File: config.mk
export PLATFORM = sky130hd
export DESIGN_NAME = tx_filter
export DESIGN_NICKNAME = d
export VERILOG_FILES = /design/src/rtl/tx_filter.sv
export SDC_FILE = /design/constraint.sdc
export NUM_CORES = 1
export LEC_CHECK = 0
export BUFFER_PORTS_ARGS = -buffer_cell sky130_fd_sc_hd__clkbuf_2
export CAP_MARGIN = 20
export CORE_ASPECT_RATIO = 0.75
export CORE_UTILIZATION = 50
export CTS_CLUSTER_DIAMETER = 100
export CTS_CLUSTER_SIZE = 25
export DETAILED_ROUTE_END_ITERATION = 8
export GPL_TIMING_DRIVEN = 0
export PLACE_DENSITY = 0.71
export REMOVE_ABC_BUFFERS = 1
export SKIP_LAST_GASP = 1
export SYNTH_ARGS = -nofsm -noshare
export SYNTH_HDL_FRONTEND = slang
export SYNTH_SLANG_ARGS = --single-unit
File: constraint.sdc
create_clock -name clock -period 9.45 [get_ports clock]
set_clock_uncertainty 0.1 [all_clocks]
set_input_delay 0 -clock clock [delete_from_list [all_inputs] [get_ports clock]]
set_output_delay 0 -clock clock [all_outputs]
set_load 0.02 [all_outputs]
File: src/rtl/tx_filter.sv
// Polyphase transmit shaping filter: OS-times upsampling of 2-bit mapped symbols
// convolved with a loadable OS*NBAUD-tap set. Define TX_FILTER_SAT_EN to clamp the output instead of wrapping.
module tx_filter #(
  parameter int OS    = 4,
  parameter int NBAUD = 6,
  parameter int CW    = 8,
  parameter int OW    = 10,
  parameter int SHIFT = 0
) (
  input  logic                              clock,
  input  logic                              i_reset,
  input  logic                              i_enable,
  input  logic                              i_valid,
  input  logic [1:0]                        i_mappedx,
  input  logic                              i_coef_we,
  input  logic [$clog2(OS*NBAUD)-1:0]       i_coef_addr,
  input  logic signed [CW-1:0]              i_coef_data,
  output logic signed [OW-1:0]              o_filterx,
  output logic                              o_valid
);

  localparam int NTAPS = OS * NBAUD;
  localparam int AW    = $clog2(NTAPS);
  localparam int FW    = CW + 2 + $clog2(NBAUD);
  localparam int PW    = (OS > 1) ? $clog2(OS) : 1;

  logic signed [CW-1:0] coef [NTAPS];
  logic [1:0]           sym      [NBAUD];
  logic [1:0]           sym_next [NBAUD];
  logic [PW-1:0]        phase;
  logic [PW-1:0]        phase_next;

  logic signed [FW-1:0] acc;
  logic signed [FW-1:0] acc_sh;
  logic signed [CW-1:0] tap;
  logic signed [FW-1:0] tap_ext;
  logic signed [OW-1:0] res_next;
  logic signed [OW-1:0] res_q;
  logic                 valid_q;

  // Coefficient store: not reset, writable regardless of enable/strobe.
  always_ff @(posedge clock) begin
    if (i_coef_we && (int'(i_coef_addr) < NTAPS)) begin
      coef[i_coef_addr] <= i_coef_data;
    end
  end

  assign phase_next = (phase == PW'(OS - 1)) ? '0 : phase + 1'b1;

  // New symbol enters on phase 0 and contributes to the same strobe's sum.
  always_comb begin
    sym_next = sym;
    if (phase == '0) begin
      sym_next[0] = i_mappedx;
      for (int k = 1; k < NBAUD; k++) begin
        sym_next[k] = sym[k-1];
      end
    end
  end

  // Symbols are in {-2,-1,0,+1}, so each product is a negate and/or shift.
  always_comb begin
    acc     = '0;
    tap     = '0;
    tap_ext = '0;
    for (int k = 0; k < NBAUD; k++) begin
      tap     = coef[AW'(k * OS) + AW'(phase)];
      tap_ext = {{(FW-CW){tap[CW-1]}}, tap};
      case (sym_next[k])
        2'b01:   acc = acc + tap_ext;
        2'b11:   acc = acc - tap_ext;
        2'b10:   acc = acc - (tap_ext <<< 1);
        default: acc = acc;
      endcase
    end
  end

  assign acc_sh = acc >>> SHIFT;

`ifdef TX_FILTER_SAT_EN
  localparam logic signed [FW-1:0] SAT_MAX = FW'((2 ** (OW - 1)) - 1);
  localparam logic signed [FW-1:0] SAT_MIN = ~SAT_MAX;

  always_comb begin
    res_next = OW'(acc_sh);
    if (acc_sh > SAT_MAX) begin
      res_next = OW'(SAT_MAX);
    end else if (acc_sh < SAT_MIN) begin
      res_next = OW'(SAT_MIN);
    end
  end
`else
  assign res_next = OW'(acc_sh);
`endif

  // Two stages: sum registered at the strobe edge, presented one edge later.
  // The output stage freezes with enable so a pending sample is never lost.
  always_ff @(posedge clock) begin
    if (i_reset) begin
      phase     <= '0;
      for (int k = 0; k < NBAUD; k++) begin
        sym[k] <= '0;
      end
      res_q     <= '0;
      valid_q   <= 1'b0;
      o_filterx <= '0;
      o_valid   <= 1'b0;
    end else if (i_enable) begin
      valid_q <= i_valid;
      o_valid <= valid_q;
      if (valid_q) begin
        o_filterx <= res_q;
      end
      if (i_valid) begin
        phase <= phase_next;
        sym   <= sym_next;
        res_q <= res_next;
      end
    end else begin
      o_valid <= 1'b0;
    end
  end

endmodule

# Yosys cells after proc, flatten, opt, wreduce, memory -nomap -nowiden
# Memories as Yosys holds them, arrays and structs flattened. A register that Yosys moved wholly into a read port is not among the register bits.
# Index checks and enable logic that the tools add are counted.
# W data, S select, Z words.
# word_totals
reg_bits	36
latch_bits	0
ram_bits	192
mem_bits_ro	0
in_bits	20
output_inout_bits	11
word_cells	73
memories	1
# op_classes
addsub	23
n_mul	0
div	0
order_cmp	1
eq_ne	19
shift	0
muxes	12
n_bitwise	1
n_reduce_logical	5
# memory_table
memory	depth	word_bits	read_ports	rd_clocked_by_memory_dff	wr	line	source
coef	24	8	6	1	1	27	logic signed [CW-1:0] coef [NTAPS];
# op_table
op	count
$pmux W10 S3	6
$add A10 B8 Y10	5
$sub A10 B8 Y10	5
$sub A10 B9 Y10	5
$eq A2 B2 Y1 const B	13
$eq A2 B1 Y1 const B	6
$mux W12	1
$add A4 B2 Y5 const A	2
$add A5 B2 Y5 const A	2
$mux W5	2
$sub A1 B9 Y10 const A	1
$sub A1 B8 Y9 const A	1
$lt A5 B5 Y1 const B	1
$add A3 B2 Y4 const A	1
$reduce_and A2 Y1	2
$add A2 B1 Y2 const B	1
$logic_not A2 Y1	1
$mux W1	2
$mux W2	1
$reduce_or A2 Y1	1
$logic_and A1 B1 Y1	1
$not A1 Y1	1

# Longest topological paths before layout
# logic_depth
depth_word	14
ltp_mapped	51
ltp_nobuf	45

# Least setup slack after synthesis
# Ideal clock, no wire load.
# synth_path
kind	reg2reg
start	register phase[0]
end	register res_q[9]
setup_time_ns	0.086
arrival_time_ns	9.335
setup_slack_ns	-0.070
stages_incl_launch_ff	47
period_less_slack_ns	9.520
cell_sequence	dfxtp_1 -> buf_2 -> buf_2 -> buf_2 -> buf_2 -> inv_1 -> ha_1 -> buf_2 -> mux2i_1 -> clkbuf_1 -> nand3_1 -> o21ai_0 -> inv_1 -> ha_1 -> fa_1 -> nand2_1 -> o21ai_0 -> nand2_1 -> (+11 left out) -> a21boi_0 -> nor2_1 -> a221o_1 -> ha_1 -> o21ai_0 -> nand2b_1 -> xor2_1 -> o21ai_0 -> nor2_1 -> a221o_1 -> ha_1 -> o41ai_1 -> o21ai_0 -> xnor2_1 -> a21oi_1 -> o22ai_1 -> xnor3_1 -> a211oi_1
# synth_via
elab_chain_cells	14
# synth_lines
element	line	source
start: declaration	30	logic [PW-1:0] phase;
start signal: assignment	115	phase <= phase_next;
parallel branches: the longest is 13 deep, another holds $sub A10 B8 Y10	-	
$pmux W10 S3 (*)	69	case (sym_next[k])
end signal: assignment	117	res_q <= res_next;
end: declaration	38	logic signed [OW-1:0] res_q;
# Every way passes the cells marked *.
# A chain may end at the register's enable or synchronous reset.

==> results.json <==
{
  "rows": 53,
  "antenna_found_initial": 0,
  "syn-mean-instance-area_sq_um": 11.1,
  "synth_warnings": 0,
  "power.leakage_uw": 0.00580,
  "grt_overflow": 0,
  "critPathMaxStageDelay_ns": 0.61,
  "cts_tree": "built",
  "holdWs_ns": -0.00808,
  "synth.area.top_cells": "edfxtp_1 40%, ha_1 8.1%, mux4_2 7.4%",
  "num_vias": 10100,
  "synth_area_leader_cell": "edfxtp_1",
  "maxCapViolations": 0,
  "violations": "hold timing",
  "dr.pass1.iters": 7,
  "post-route-util_pct": 56.1,
  "power_uw": 3110,
  "dpl.hpwl_microns": 24200,
  "cts_max_level": 1,
  "min_period_ns": 8.97,
  "ys_async_sr_fraction_pct": 0,
  "grt_usage_pct": 23.1,
  "stdcell_count": 1720,
  "drt-vias-per-instance": 5.88,
  "num_io_pins": 31,
  "slowest_stage": "or4_4",
  "synth_seq_cells": 230,
  "synth_area_sq_um": 14300,
  "start_util_pct": 50.9,
  "dieWidth_microns": 197,
  "num_antenna_cells": 0,
  "grt_max_degree": 39,
  "worstPathArrival_ns": 9.27,
  "ys.flop_type": "edfxtp_1",
  "synth_cells": 1280,
  "wl_per_cell_microns": 19.4,
  "drive_above_1_share_pct": 14.2,
  "ant_nets": 0,
  "slew_headroom_pct": 21.6,
  "clock_latency_ns": 0.49,
  "routabilityCongestion": 0.903,
  "cts_buffers": 13,
  "first_iter_violations": 983,
  "cp.required_ns": 9.75,
  "ys_top_cells_by_count": "192 x edfxtp_1, 151 x nor2_1, 92 x ha_1, 88 x nand2_1, 78 x inv_1",
  "synth_top_cell_area_share_pct": 40.4,
  "clockBufferDepth": 3,
  "place.port_buffers": 30,
  "clkSlewWorstSetupHoldPaths_ns": 0.10,
  "worstPathMaxFanout": 6,
  "worstSetupEndpointType": "flop",
  "grt_pass1_vias": 9496,
  "worstMarginPinSlew_ns": 1.14,
  "nets": 1450,
  "criticalPathCategory": "flop to flop",
  "wl_microns": 33400,
  "grt_pass1_wl_microns": 52400,
  "dpl-instance-area_sq_um": 14800,
  "yosysMostFrequentCell": "edfxtp_1",
  "irDropWorstVdd_mv": 0.155,
  "worst_slack_ns": 0.481,
  "final_area_sq_um": 15700,
  "drc": 0,
  "pre_cts_slack_ns": -1.48,
  "synth.distinct_cells": 72,
  "timing.final.max_slew_violations": 0,
  "cp_common_cell": "ha_1",
  "hold_path.class": "input port to flop",
  "design.core.area_sq_um": 28100,
  "synth_edf_count": 192,
  "power_density_nw_per_um2": 197,
  "setup_viol": 0,
  "cts_root_buf": "clkbuf_16",
  "status": "finished, violations left",
  "critPathLaunchType": "flop",
  "area_delta_synth_final_pct": 10.3,
  "nFillCells": 2301,
  "synth_seq_area_share_pct": 45.7,
  "max_freq_ghz": 0.111,
  "die_h_microns": 148,
  "fin_crit_sh_pct": 94.9,
  "dp_cells": 1663,
  "timing.final.hold_violations": 24,
  "die-area_sq_um": 29200,
  "cts_num_sinks": 230
}
through the flow:
step,TNS [ns],hold slack [ns]
2_1_floorplan,-2.13,-0.0309
3_3_place_gp,-16.65,0.217
3_5_place_dp,-3.04,0.225
4_1_cts,0,0.00577
5_1_grt,-0.0285,0.0158
6_report,0,-0.00808
what timing repair did:
| item | in CTS | in global routing |
|---|---|---|
| endpoints found under the hold margin | 56 | 0 |
| pin swaps | 0 | 7 |
| gates resized for setup | 16 | 28 |
| endpoints found under the setup margin | 4 | 2 |
| setup buffers | 5 | 23 |
| hold buffers | 6 | 0 |
worst paths after layout:
kind | startpoint | to | slack (ns) | cells past startpoint
min reg2reg | res_q[2] | o_filterx[2] | 0.35 | 2
max | flop | res_q[9] | 0.48 | 37
min | i_coef_data[2] | coef[18][2] | -0.008 | 1
max reg2reg | flop | res_q[9] | 0.48 | 37
cells by family after synthesis:
group                    after synthesis  share of synthesized area, %
AND/OR/NAND/NOR                      343                          10.8
buffers and inverters                116                          3.20
multiplexers                          91                          10.7
adder cells (fa/ha/maj)              102                          9.47
flip-flops                           230                          45.7
AO/OA/AOI/OAI                        292                          13.5
XOR/XNOR                             106                          6.60
layer usage:
| metal | GRT usage (%) | wire length, microns | part of all wire (%) | vias up |
|---|---|---|---|---|
| met5 | 0 | 0 | 0 | - |
| met4 | 3.60 | 352 | 1.1 | 0 |
| met3 | 2.95 | 2240 | 6.7 | 27 |
| met2 | 34.4 | 14400 | 43 | 305 |
| met1 | 36.4 | 16400 | 49 | 4915 |
| li1 | - | - | - | 4865 |
worst max-delay path, delay by kind of cell, from the launching register on:
kind / cells / cell delay, ns
and+or+nand+nor: 12 / 2.50
AOI/OAI and AO/OA: 13 / 2.36
adders and majority gates: 5 / 1.79
muxes: 2 / 0.86
xor gates and xnor gates: 4 / 0.73
DFF: 1 / 0.40
buffers and inverters: 1 / 0.12
layout by cell type (no fill, tap or decap), types with 6 or more instances in the layout:
cell / netlist / routed
clkbuf_16: 0 / 13
nor3_1: 17 / 17
o21ai_0: 56 / 49
a21oi_1: 74 / 70
buf_4: 0 / 28
a21o_1: 20 / 20
edfxtp_1: 192 / 192
ha_1: 92 / 89
o21bai_1: 8 / 8
xnor2_1: 75 / 75
a31oi_1: 16 / 14
nand2b_1: 16 / 16
nor2b_1: 20 / 20
mux2_2: 18 / 18
o211ai_1: 11 / 11
xor2_1: 30 / 30
dfxtp_1: 38 / 34
nand3_1: 15 / 15
o21a_1: 7 / 7
nand2_1: 88 / 86
dlygate4sd3_1: 0 / 6
inv_1: 78 / 78
o21ai_1: 3 / 7
a211oi_1: 23 / 22
mux2i_1: 26 / 24
mux4_2: 47 / 47
clkbuf_1: 23 / 6
clkbuf_2: 0 / 30
a221o_1: 8 / 8
fa_1: 10 / 10
nor2_1: 151 / 151
final cells by class:
type                    instances  area [sq um]  area share [%]
multi-input cells             934          7440            47.3
well taps                     385           482            3.06
inverters                      78           293            1.86
repair buffers                 71           583            3.70
flip-flops and latches        230          6540            41.5
clock inverters                 3          55.1           0.350
clock buffers                  19           348            2.21
registers in the layout, summed over array words and instances (netlist names), named ones only:
signal and cells:
valid_q 1, o_filterx 10, coef 192, o_valid 1, res_q 10, phase 2
sym 12
power by group:
group          leakage (uW)  internal [uW]  switching [uW]
registers           0.00204           1120            12.7
logic               0.00357            607             760
clock network      0.000193            293             321
total               0.00580           2010            1090
No activity file was read; power rests on OpenSTA's default activity.
